===== src/rtl/prefix_add_arb_pkg.sv =====
// Shared types and constants for the round-robin prefix-adder pipeline.
// Provides the id-width helper and the S1 stage record layout.
package prefix_add_arb_pkg;

  localparam int unsigned DEF_WIDTH = 16;
  localparam int unsigned DEF_NREQ  = 4;

  // Requester index width: clog2(n), never narrower than one bit.
  function automatic int unsigned id_width(input int unsigned n);
    return (n <= 2) ? 1 : $clog2(n);
  endfunction

  localparam int unsigned DEF_IDW = id_width(DEF_NREQ);

  // S1 record at the default widths; the top declares the same layout at its own parameters.
  typedef struct packed {
    logic               valid;
    logic [DEF_IDW-1:0] id;
    logic [DEF_WIDTH-1:0] a;
    logic [DEF_WIDTH-1:0] b;
  } stage_t;

endpackage


===== src/rtl/prefix_add_arb_ks_adder.sv =====
// Kogge-Stone parallel prefix adder, carry-in 0, carry-out returned in the MSB.
// Each prefix level lives in its own generate scope so levels stay separate signals.
module ks_adder #(
  parameter int unsigned WIDTH = 16
) (
  input  logic [WIDTH-1:0] a_i,
  input  logic [WIDTH-1:0] b_i,
  output logic [WIDTH:0]   sum_o
);

  localparam int unsigned LVL = $clog2(WIDTH);

  for (genvar l = 0; l <= LVL; l++) begin : lvl
    logic [WIDTH-1:0] g;
    logic [WIDTH-1:0] p;
    if (l == 0) begin : base
      assign g = a_i & b_i;
      assign p = a_i ^ b_i;
    end else begin : comb
      for (genvar i = 0; i < WIDTH; i++) begin : bitpos
        if (i >= (1 << (l - 1))) begin : op
          assign g[i] = lvl[l-1].g[i] | (lvl[l-1].p[i] & lvl[l-1].g[i-(1<<(l-1))]);
          assign p[i] = lvl[l-1].p[i] & lvl[l-1].p[i-(1<<(l-1))];
        end else begin : pass
          assign g[i] = lvl[l-1].g[i];
          assign p[i] = lvl[l-1].p[i];
        end
      end
    end
  end

  logic [WIDTH-1:0] p0;
  logic [WIDTH-1:0] gn;
  logic             unused_p;

  assign p0       = lvl[0].p;
  assign gn       = lvl[LVL].g;
  assign unused_p = ^lvl[LVL].p;

  // Carry into bit i is the group generate of bits [i-1:0].
  assign sum_o = {gn[WIDTH-1], p0 ^ {gn[WIDTH-2:0], 1'b0}};

endmodule


===== src/rtl/prefix_add_arb_rr_arbiter.sv =====
// Round-robin grant: searches from ptr_i+1 (mod NREQ) for the first active request.
// idx_o is the winner whenever any request is active; gnt_o is gated by en_i.
module rr_arbiter #(
  parameter int unsigned NREQ = 4,
  parameter int unsigned IDW  = 2
) (
  input  logic [NREQ-1:0] req_i,
  input  logic [IDW-1:0]  ptr_i,
  input  logic            en_i,
  output logic [NREQ-1:0] gnt_o,
  output logic [IDW-1:0]  idx_o
);

  logic           found;
  logic [IDW-1:0] cand;

  always_comb begin
    // NOTE: every signal this block writes gets a default first, so no latch is inferred.
    gnt_o = '0;
    idx_o = '0;
    found = 1'b0;
    cand  = '0;
    for (int unsigned k = 1; k <= NREQ; k++) begin
      cand = IDW'((32'(ptr_i) + k) % NREQ);
      if (!found && req_i[cand]) begin
        found = 1'b1;
        idx_o = cand;
      end
    end
    if (found && en_i) gnt_o[idx_o] = 1'b1;
  end

endmodule


===== src/rtl/prefix_add_arb.sv =====
// NREQ requesters share one two-stage add pipeline through a round-robin arbiter.
// S1 holds granted operands, S2 holds the Kogge-Stone sum; both stall under back-pressure.
module prefix_add_arb
  import prefix_add_arb_pkg::*;
#(
  parameter int unsigned WIDTH = DEF_WIDTH,
  parameter int unsigned NREQ  = DEF_NREQ
) (
  input  logic                        clk,
  input  logic                        rst_n,
  input  logic [NREQ-1:0]             req_valid_i,
  output logic [NREQ-1:0]             req_ready_o,
  input  logic [NREQ*WIDTH-1:0]       req_a_i,
  input  logic [NREQ*WIDTH-1:0]       req_b_i,
  output logic                        rsp_valid_o,
  input  logic                        rsp_ready_i,
  output logic [id_width(NREQ)-1:0]   rsp_id_o,
  output logic [WIDTH:0]              rsp_sum_o
);

  localparam int unsigned IDW = id_width(NREQ);

  typedef struct packed {
    logic             valid;
    logic [IDW-1:0]   id;
    logic [WIDTH-1:0] a;
    logic [WIDTH-1:0] b;
  } s1_t;

  s1_t              s1_q, s1_d;
  logic             s2_valid_q, s2_valid_d;
  logic [IDW-1:0]   s2_id_q, s2_id_d;
  logic [WIDTH:0]   s2_sum_q, s2_sum_d;
  logic [IDW-1:0]   last_grant_q, last_grant_d;

  logic             s2_load, s1_load, arb_en, req_xfer;
  logic [NREQ-1:0]  gnt;
  logic [IDW-1:0]   gnt_idx;
  logic [WIDTH-1:0] sel_a, sel_b;
  logic [WIDTH:0]   add_sum;

  assign s2_load  = !s2_valid_q || rsp_ready_i;
  assign s1_load  = !s1_q.valid || s2_load;
  // Reset also masks grants so req_ready is quiet while rst_n is low.
  assign arb_en   = s1_load && rst_n;
  assign req_xfer = |gnt;

  rr_arbiter #(.NREQ(NREQ), .IDW(IDW)) u_arb (
    .req_i (req_valid_i),
    .ptr_i (last_grant_q),
    .en_i  (arb_en),
    .gnt_o (gnt),
    .idx_o (gnt_idx)
  );

  ks_adder #(.WIDTH(WIDTH)) u_add (
    .a_i   (s1_q.a),
    .b_i   (s1_q.b),
    .sum_o (add_sum)
  );

  // One-hot operand mux driven by the grant.
  always_comb begin
    sel_a = '0;
    sel_b = '0;
    for (int i = 0; i < int'(NREQ); i++) begin
      if (gnt[i]) begin
        sel_a = req_a_i[i*WIDTH +: WIDTH];
        sel_b = req_b_i[i*WIDTH +: WIDTH];
      end
    end
  end

  always_comb begin
    s1_d         = s1_q;
    last_grant_d = last_grant_q;
    s2_valid_d   = s2_valid_q;
    s2_id_d      = s2_id_q;
    s2_sum_d     = s2_sum_q;

    if (s1_load) begin
      s1_d.valid = req_xfer;
      if (req_xfer) begin
        s1_d.id      = gnt_idx;
        s1_d.a       = sel_a;
        s1_d.b       = sel_b;
        last_grant_d = gnt_idx;
      end
    end

    if (s2_load) begin
      s2_valid_d = s1_q.valid;
      if (s1_q.valid) begin
        s2_id_d  = s1_q.id;
        s2_sum_d = add_sum;
      end
    end
  end

  always_ff @(posedge clk or negedge rst_n) begin
    if (!rst_n) begin
      s1_q         <= '0;
      s2_valid_q   <= 1'b0;
      s2_id_q      <= '0;
      s2_sum_q     <= '0;
      last_grant_q <= IDW'(NREQ - 1);
    end else begin
      // NOTE: non-blocking so every register samples pre-edge values and stages shift cleanly.
      s1_q         <= s1_d;
      s2_valid_q   <= s2_valid_d;
      s2_id_q      <= s2_id_d;
      s2_sum_q     <= s2_sum_d;
      last_grant_q <= last_grant_d;
    end
  end

  assign req_ready_o = gnt;
  assign rsp_valid_o = s2_valid_q;
  assign rsp_id_o    = s2_id_q;
  assign rsp_sum_o   = s2_sum_q;

endmodule


===== config.mk =====
export PLATFORM = sky130hd
export DESIGN_NAME = prefix_add_arb
export DESIGN_NICKNAME = d
export VERILOG_FILES = /design/src/rtl/prefix_add_arb_pkg.sv /design/src/rtl/prefix_add_arb_ks_adder.sv /design/src/rtl/prefix_add_arb_rr_arbiter.sv /design/src/rtl/prefix_add_arb.sv
export SDC_FILE = /design/constraint.sdc
export NUM_CORES = 1
export LEC_CHECK = 0
export CORE_MARGIN = 2
export CORE_UTILIZATION = 50
export CTS_BUF_LIST = sky130_fd_sc_hd__clkbuf_8
export CTS_CLUSTER_DIAMETER = 200
export CTS_CLUSTER_SIZE = 40
export DETAILED_ROUTE_END_ITERATION = 8
export DONT_BUFFER_PORTS = 1
export GPL_TIMING_DRIVEN = 0
export SLEW_MARGIN = 0
export SYNTH_ARGS = -nofsm -noshare
export SYNTH_HDL_FRONTEND = slang
export SYNTH_SLANG_ARGS = --single-unit

===== constraint.sdc =====
create_clock -name clk -period 4.5 [get_ports clk]
set_input_delay 0.675 -clock clk [delete_from_list [all_inputs] [get_ports clk]]
set_output_delay 0.675 -clock clk [all_outputs]
set_load 0.02 [all_outputs]

==> results of run 1 <==
sequential cells by signal, indices dropped and copies added, names as in the netlist:
name and flops:
s1_q 35, rsp_sum_o 17, last_grant_q 2, rsp_id_o 2
rsp_valid_o 1
per-layer routing:
| metal | part of all wire (%) | global-route usage, % |
|---|---|---|
| met5 | 0 | 0 |
| met4 | 1.8 | 9.36 |
| met3 | 5.9 | 5.91 |
| met2 | 47 | 38.7 |
| met1 | 46 | 34.9 |
final cells by class:
type                    count  area [sq um]  area share, %
repair buffers              1          10.0          0.252
clock buffers               9           124           3.12
clock inverters             7          78.8           1.99
multi-input cells         288          2040           51.5
flip-flops and latches     57          1430           36.0
well taps                  99           124           3.12
inverters                   5          18.8          0.473
plain buffers              26           140           3.53
what timing repair did:
| action | CTS | global route |
|---|---|---|
| resized for setup | 0 | 0 |
| hold buffers | 0 | 1 |
| endpoints found under the hold margin | 0 | 8 |
final timing paths:
check,start,end
max,rsp_valid_o,req_ready_o[2]
min,rst_n,s1_q[6]
max reg2reg,last_grant_q[0],s1_q[12]
min reg2reg,s1_q[32],s1_q[32]
max in group asynchronous,rst_n,rsp_sum_o[7]
min in group clk,s1_q[32],s1_q[32]
cells in the mapped netlist (2+ instances only):
master	n	share of area, %
ha_1	16	5.5
nor2b_1	5	0.86
o21ai_1	20	2.8
o21a_1	8	1.7
o2111ai_1	2	0.48
nor3_1	4	0.55
a222oi_1	32	8.8
dfrtp_1	55	38
a211oi_1	2	0.41
xnor2_1	7	1.7
nand2b_1	5	0.86
o211ai_1	2	0.41
and2_1	2	0.34
o31ai_1	4	0.83
clkbuf_1	14	1.4
buf_6	4	1.2
mux2_1	2	0.62
nand2_1	25	2.6
and3_1	2	0.34
o21ai_0	5	0.69
nor2_1	39	4.0
a31oi_1	4	0.69
a21o_1	4	0.83
mux2_2	32	9.9
inv_1	5	0.52
a21oi_1	48	6.6
buf_2	6	0.83
dfstp_2	2	1.4
o21bai_1	2	0.41
xor2_1	4	0.97
power by group through the flow:
stage | sequential (W) | clock (W) | combinational (W)
global route | 0.000945 | 0.000524 | 0.00124
detailed placement | 0.000930 | 0 | 0.00109
CTS | 0.000920 | 0.000502 | 0.00110
finish | 0.000916 | 0.000492 | 0.00110
global placement | 0.000924 | 0 | 0.00107
floorplan | 0.000885 | 0 | 0.000897
cells by family after synthesis:
family / synth area share (%)
multiplexers: 10.8
AO/OA/AOI/OAI: 26.3
AND/OR/NAND/NOR: 10.3
XOR/XNOR: 2.66
buffers and inverters: 4.38
flip-flops: 39.4
adder cells (fa/ha/maj): 6.07
placed cells by master, fill, tap and decap left out, drive strengths merged, types with 3 or more instances in the layout:
cell	count
a222oi	32
inv	7
a31oi	4
nand2	25
o21a	8
a21oi	48
dfrtp	55
nor3	4
nor2	39
ha	16
a211oi	3
clkinvlp	3
nand2b	5
buf	11
xnor2	7
mux2	34
o31ai	4
clkbuf	24
xor2	4
a21o	4
nor2b	5
o21ai	25
per-stage QoR:
stage / hold WS [ns] / utilization (%) / cell area [sq um]
after floorplan: 0.379 / - / 3630
after global placement: 0.381 / 52.6 / 3750
after detailed placement: 0.381 / 52.6 / 3750
after CTS: 0.00545 / 55.4 / 3960
after global routing: 0.000982 / 55.6 / 3970
final: 0.0210 / 55.6 / 3970
worst max-delay path, delay by kind of cell (launching register included):
family,cells,cell delay (ns)
AO/OA/AOI/OAI,1,0.63
buffers and inverters,1,0.42
AND/OR/NAND/NOR,2,0.53
flip-flops,1,0.47
==> impl_results.md, run 1 <==
* Crit-path max FO at 10
* Power density over the cells at about 630 mW/mm^2
* Setup tns final at 0 ns
* Reg clk slew, reported paths at about 0.08 ns
* Outcome: finished clean
* Fillers at around 690
* Ant. Diodes at 0
* Yosys Warn Count at 0
* Layout cells sized above 1 at approximately 16%
* Setup slack, reg-to-reg at between 1.5 and 2 ns
* Vias after detailed routing at slightly above 3,000
* Avg Cell Area, Syn at ~9.7 sq um
* Final hold vios at 0
* Maximum root-to-sink buffer count at 2
* Fmax achieved at roughly 330 MHz
* Crit. End Element: primary output
* Worst reg2reg path depth at 7
* Core Area at between 0.007 and 0.008 sq mm
* Crit path cell chain: nor2b_1 -> a21oi_1 -> clkbuf_1 -> and3_1
* Pwr Total at around 0.0025 W
* Maximum vdd drop at around 0.19 mV
* Initial antenna violation count at 0
* Max Cap Viol at 0
* Post-route non-filler standard cell count at 492
* Mapped Cells at approximately 380
* Seq pwr share at between 30 and 40%
* #FFs+latches synth at 57
* Die height at between 80 and 90 um
* Overflow after GRT at 0
* Post-synth cell types at 44
* Worst Path Arrival at ~2.4 ns
* Die W at slightly below 90 um
* HP Class: in -> async
* Largest net degree at the start of global routing at 59
* Clk pwr share at between 10% and 20%
* Vias in the first global route at 2,869
* Final Critical Period at 3.08 ns
* Actual slew at the worst max-slew pin at a little under 0.8 ns
* Post-DP HPWL at roughly 7600 um
* H-tree depth at 3
* Cell area after synthesis at roughly 0.0036 sq mm
* Port bufs at 0
* DRT Pass-1 Iters at 6
* Final Cycle Share at 68.3%
* Row count at 31
* Setup slack after placement at 1.56 ns
* Worst setup margin at approximately 1.4 ns
* Via-to-Cell Ratio at between 6 and 7
* # nets final at 540
* Gpl congestion at roughly 0.85
* EDFF count, synth at 0
* Static Leak at about 1.6 nW
* Type of origin of the critical path: flip-flop
* Finish-stage setup viols at 0
* Initial core utilization at approximately half
* Internal power at about 0.0015 W
* Combinational power share at between 40% and 50%
* Final WL at around 10000 um
* Max_slew headroom at 47.9%
* Switch Pwr at around 0.0011 W
* Worst path max stage delay at ~0.63 ns
* Crit path kind: reg -> out
* Antenna Violating Nets Remaining at 0
* Num CTS Buffers at 9
* 1st-iter DRT viols at 310
* CTS tree: yes
* Crit-path slowest cell: a21oi_1
* Final Max Tran Viols at 0
* Root buf cell: clkbuf_8
* GRT Overall Usage at between 20% and 30%
* Placed Cells at 475
* I/O pins at around 160
* Final setup skew at around 0.014 ns
* WP data required at roughly 3.8 ns
* RSZ-0062 raised after global routing: no
* DR WL/cell at between 15 and 20 um
* DIE AREA at approximately 0.0080 sq mm
* FFs w/ async S/R, synth at 100%
* First-pass GRT wire length at 14,800 um
* Primary FF master, synth: dfrtp_1
* Total setup buffers inserted after CTS at 0
* Syn Nets at ~530
* Sequential fraction of the synthesis area at about two fifths
* Area Overhead vs Synth at 9.28%
* Sw Ratio at around two fifths
* Clk_lat worst skew at 0.35 ns
* CTS Sinks at 57
* DRC at 0
Note: power is estimated with default switching activity, not from simulation.
==> run 2: changes to the inputs <==
Settings changed: PLACE_DENSITY set to 0.68.
Clock period 4.5 ns to 2.7 ns, I/O delays scaled along.
==> run 2 against run 1 <==
Against the previous run:
- clock power is 73% higher
- sequential share of layout area is 0.55 points lower
- total power is 69% higher
- register-to-register slack worse by 1.7 ns
- sequential power is 68% higher
- highest routed layer unchanged
- first-iteration DRC count is 9.4% lower
- setup slack worse by 1.3 ns
- sequential cell count stayed put
==> impl_results.md, run 2 (synthesis gave the netlist of run 1 again) <==
* Fmax achieved at around 390 MHz
* Reg clk slew, reported paths at 0.06 ns (-0.02 ns)
* Vias in the first global route at 2,888 (+0.66%)
* Gpl congestion at 0.843 (-1.2%)
* Final Cycle Share at between 90% and 100%
* Power density over the cells at 1050 mW/mm^2 (+67%)
* Final setup skew at 0.00730 ns (-0.00650 ns)
* Post-DP HPWL at 7590 um (-0.68%)
* Max Cap Viol at 0 (unchanged)
* DRT Pass-1 Iters at 8 (+2)
* Antenna Violating Nets Remaining at 0 (unchanged)
* Commonest non-fill, non-tap cell in the layout: dfrtp_1
* Via-to-Cell Ratio at 6.24 (+1.6%)
* Die height at 89.2 um (unchanged)
* Setup tns final at 0 ns (unchanged)
* Initial core utilization at 50.8% (unchanged)
* Row count at 31 (unchanged)
* Overflow after GRT at 0 (unchanged)
* Worst Path Arrival at 2.18 ns (-0.22 ns)
* Largest net degree at the start of global routing at 58 (-1.7%)
* Crit. End Element: primary output
* Port bufs at 0 (unchanged)
* Die W at 89.2 um (unchanged)
* H-tree depth at 3 (unchanged)
* Initial antenna violation count at 0 (unchanged)
* Maximum root-to-sink buffer count at 2 (unchanged)
* # nets final at 541 (+0.19%)
* DR WL/cell at 19.6 um (-0.81%)
* I/O pins at 159 (unchanged)
* Final Critical Period at around 2.6 ns
* Crit path kind: reg -> out
* Num CTS Buffers at 9 (unchanged)
* Most frequent cells in the layout: dfrtp_1 (55), a21oi_1 (47), nor2_1 (38)
* Max FFs per register at 35 (unchanged)
* Core Area at 0.00714 sq mm (unchanged)
* WP data required at 2.30 ns (-1.53 ns)
* Ant. Diodes at 0 (unchanged)
* Maximum vdd drop at 0.427 mV (+130%)
* Outcome: finished clean
* RSZ-0062 raised after global routing: no
* Finish-stage setup viols at 0 (unchanged)
* Fillers at 668 (-3.0%)
* Crit-path max FO at 10 (unchanged)
* Area Overhead vs Synth at 11.0%
* GRT Overall Usage at 24.5% (-0.77 points)
* Largest Register: s1_q
* 1st-iter DRT viols at 281 (-9.4%)
* Cell area after layout at 0.00403 sq mm (+1.5%)
* HP Class: in -> reg
* Final Max Tran Viols at 0 (unchanged)
* Final hold vios at 0 (unchanged)
* Max_slew headroom at 42.8% (-5.1 points)
* Type of origin of the critical path: flip-flop
* Clk_lat worst skew at 0.34 ns (about the same)
* DRC at 0 (unchanged)
* Static Leak at 1.66 nW (+2.1%)
* Final WL at 9680 um (-0.61%)
* DIE AREA at 0.00795 sq mm (unchanged)
* CTS tree: yes
* CTS Sinks at 57 (unchanged)
* First-pass GRT wire length at 14,400 um (-2.7%)
* Area post-placement at 0.00375 sq mm (unchanged)
* Vias after detailed routing at 3,077 (+1.9%)
* Actual slew at the worst max-slew pin at 0.847 ns (+0.0654 ns)
* Layout cells sized above 1 at 16.8% (+0.72 points)
* Root buf cell: clkbuf_8
-- run 2: cell types whose count changed in the layout (fill, tap and decap cells not counted), sizes merged --
cell	before	now
clkinv	1	3
clkbuf	24	25
inv	7	6
bufinv	1	2
clkinvlp	3	1
-- run 2: critical path, cell delays in order, from the launching register on --
cell and delay, ns:
dfstp_2 0.52, clkbuf_2 0.17, nand2_1 0.07, a21oi_1 0.18, o221a_1 0.22, buf_6 0.13
clkbuf_4 0.23, and3_1 0.31
-- run 2: worst paths after layout --
| kind | startpoint | to | slack (ns) | cells after the start |
|---|---|---|---|---|
| min in group asynchronous | rst_n | s1_q[7] | 0.58 | 2 |
| max | last_grant_q[1] | req_ready_o[2] | 0.12 | 7 |
| max reg2reg | last_grant_q[1] | s1_q[13] | 0.17 | 7 |
| max in group asynchronous | rst_n | last_grant_q[0] | 1.81 | 2 |
| min | rsp_ready_i | s1_q[34] | 0.27 | 3 |
| min reg2reg | s1_q[32] | s1_q[32] | 0.50 | 1 |
-- run 2: power by group --
part / internal [W] / switching [W]
clock network: 0.000510 / 0.000340
registers: 0.00115 / 0.000383
logic: 0.000851 / 0.00100
total: 0.00252 / 0.00173
-- run 2: routing by layer --
layer	global-route usage [%]	routed length (um)	up-vias
li1	-	-	1467
met4	10.7	199	0
met5	0	0	-
met1	32.4	4070	1449
met3	5.36	738	15
met2	38.7	4680	146
-- run 2: area by class of cell --
| class | instances | area, sq um | share of cell area [%] |
|---|---|---|---|
| Buffer | 26 | 145 | 3.60 |
| Clock buffer | 9 | 124 | 3.08 |
| Clock inverter | 7 | 86.3 | 2.14 |
| Inverter | 5 | 18.8 | 0.466 |
| Multi-Input combinational cell | 288 | 2060 | 51.2 |
| Sequential cell | 57 | 1430 | 35.5 |
| Tap cell | 99 | 124 | 3.08 |
| Timing Repair Buffer | 2 | 37.5 | 0.932 |
-- run 2: what timing repair did --
action,CTS,global route
endpoints found under the setup margin,3,3
resized for setup,3,4
hold buffers,2,0
buffers inserted,0,0
endpoints found under the hold margin,57,0
pin swaps,1,2
-- run 2: per-stage QoR --
| step | setup slack, ns | instances | utilization [%] | total power [W] | hold WS, ns |
|---|---|---|---|---|---|
| after floorplan | 0.548 | 376 | - | 0.00297 | 0.109 |
| after global placement | 0.0623 | 475 | 52.6 | 0.00332 | 0.112 |
| after detailed placement | 0.0741 | 475 | 52.6 | 0.00336 | 0.112 |
| after CTS | 0.000274 | 493 | 56.2 | 0.00426 | 0.238 |
| after global routing | 0.00828 | 493 | 56.4 | 0.00457 | 0.296 |
| final | 0.118 | 493 | 56.4 | 0.00424 | 0.273 |
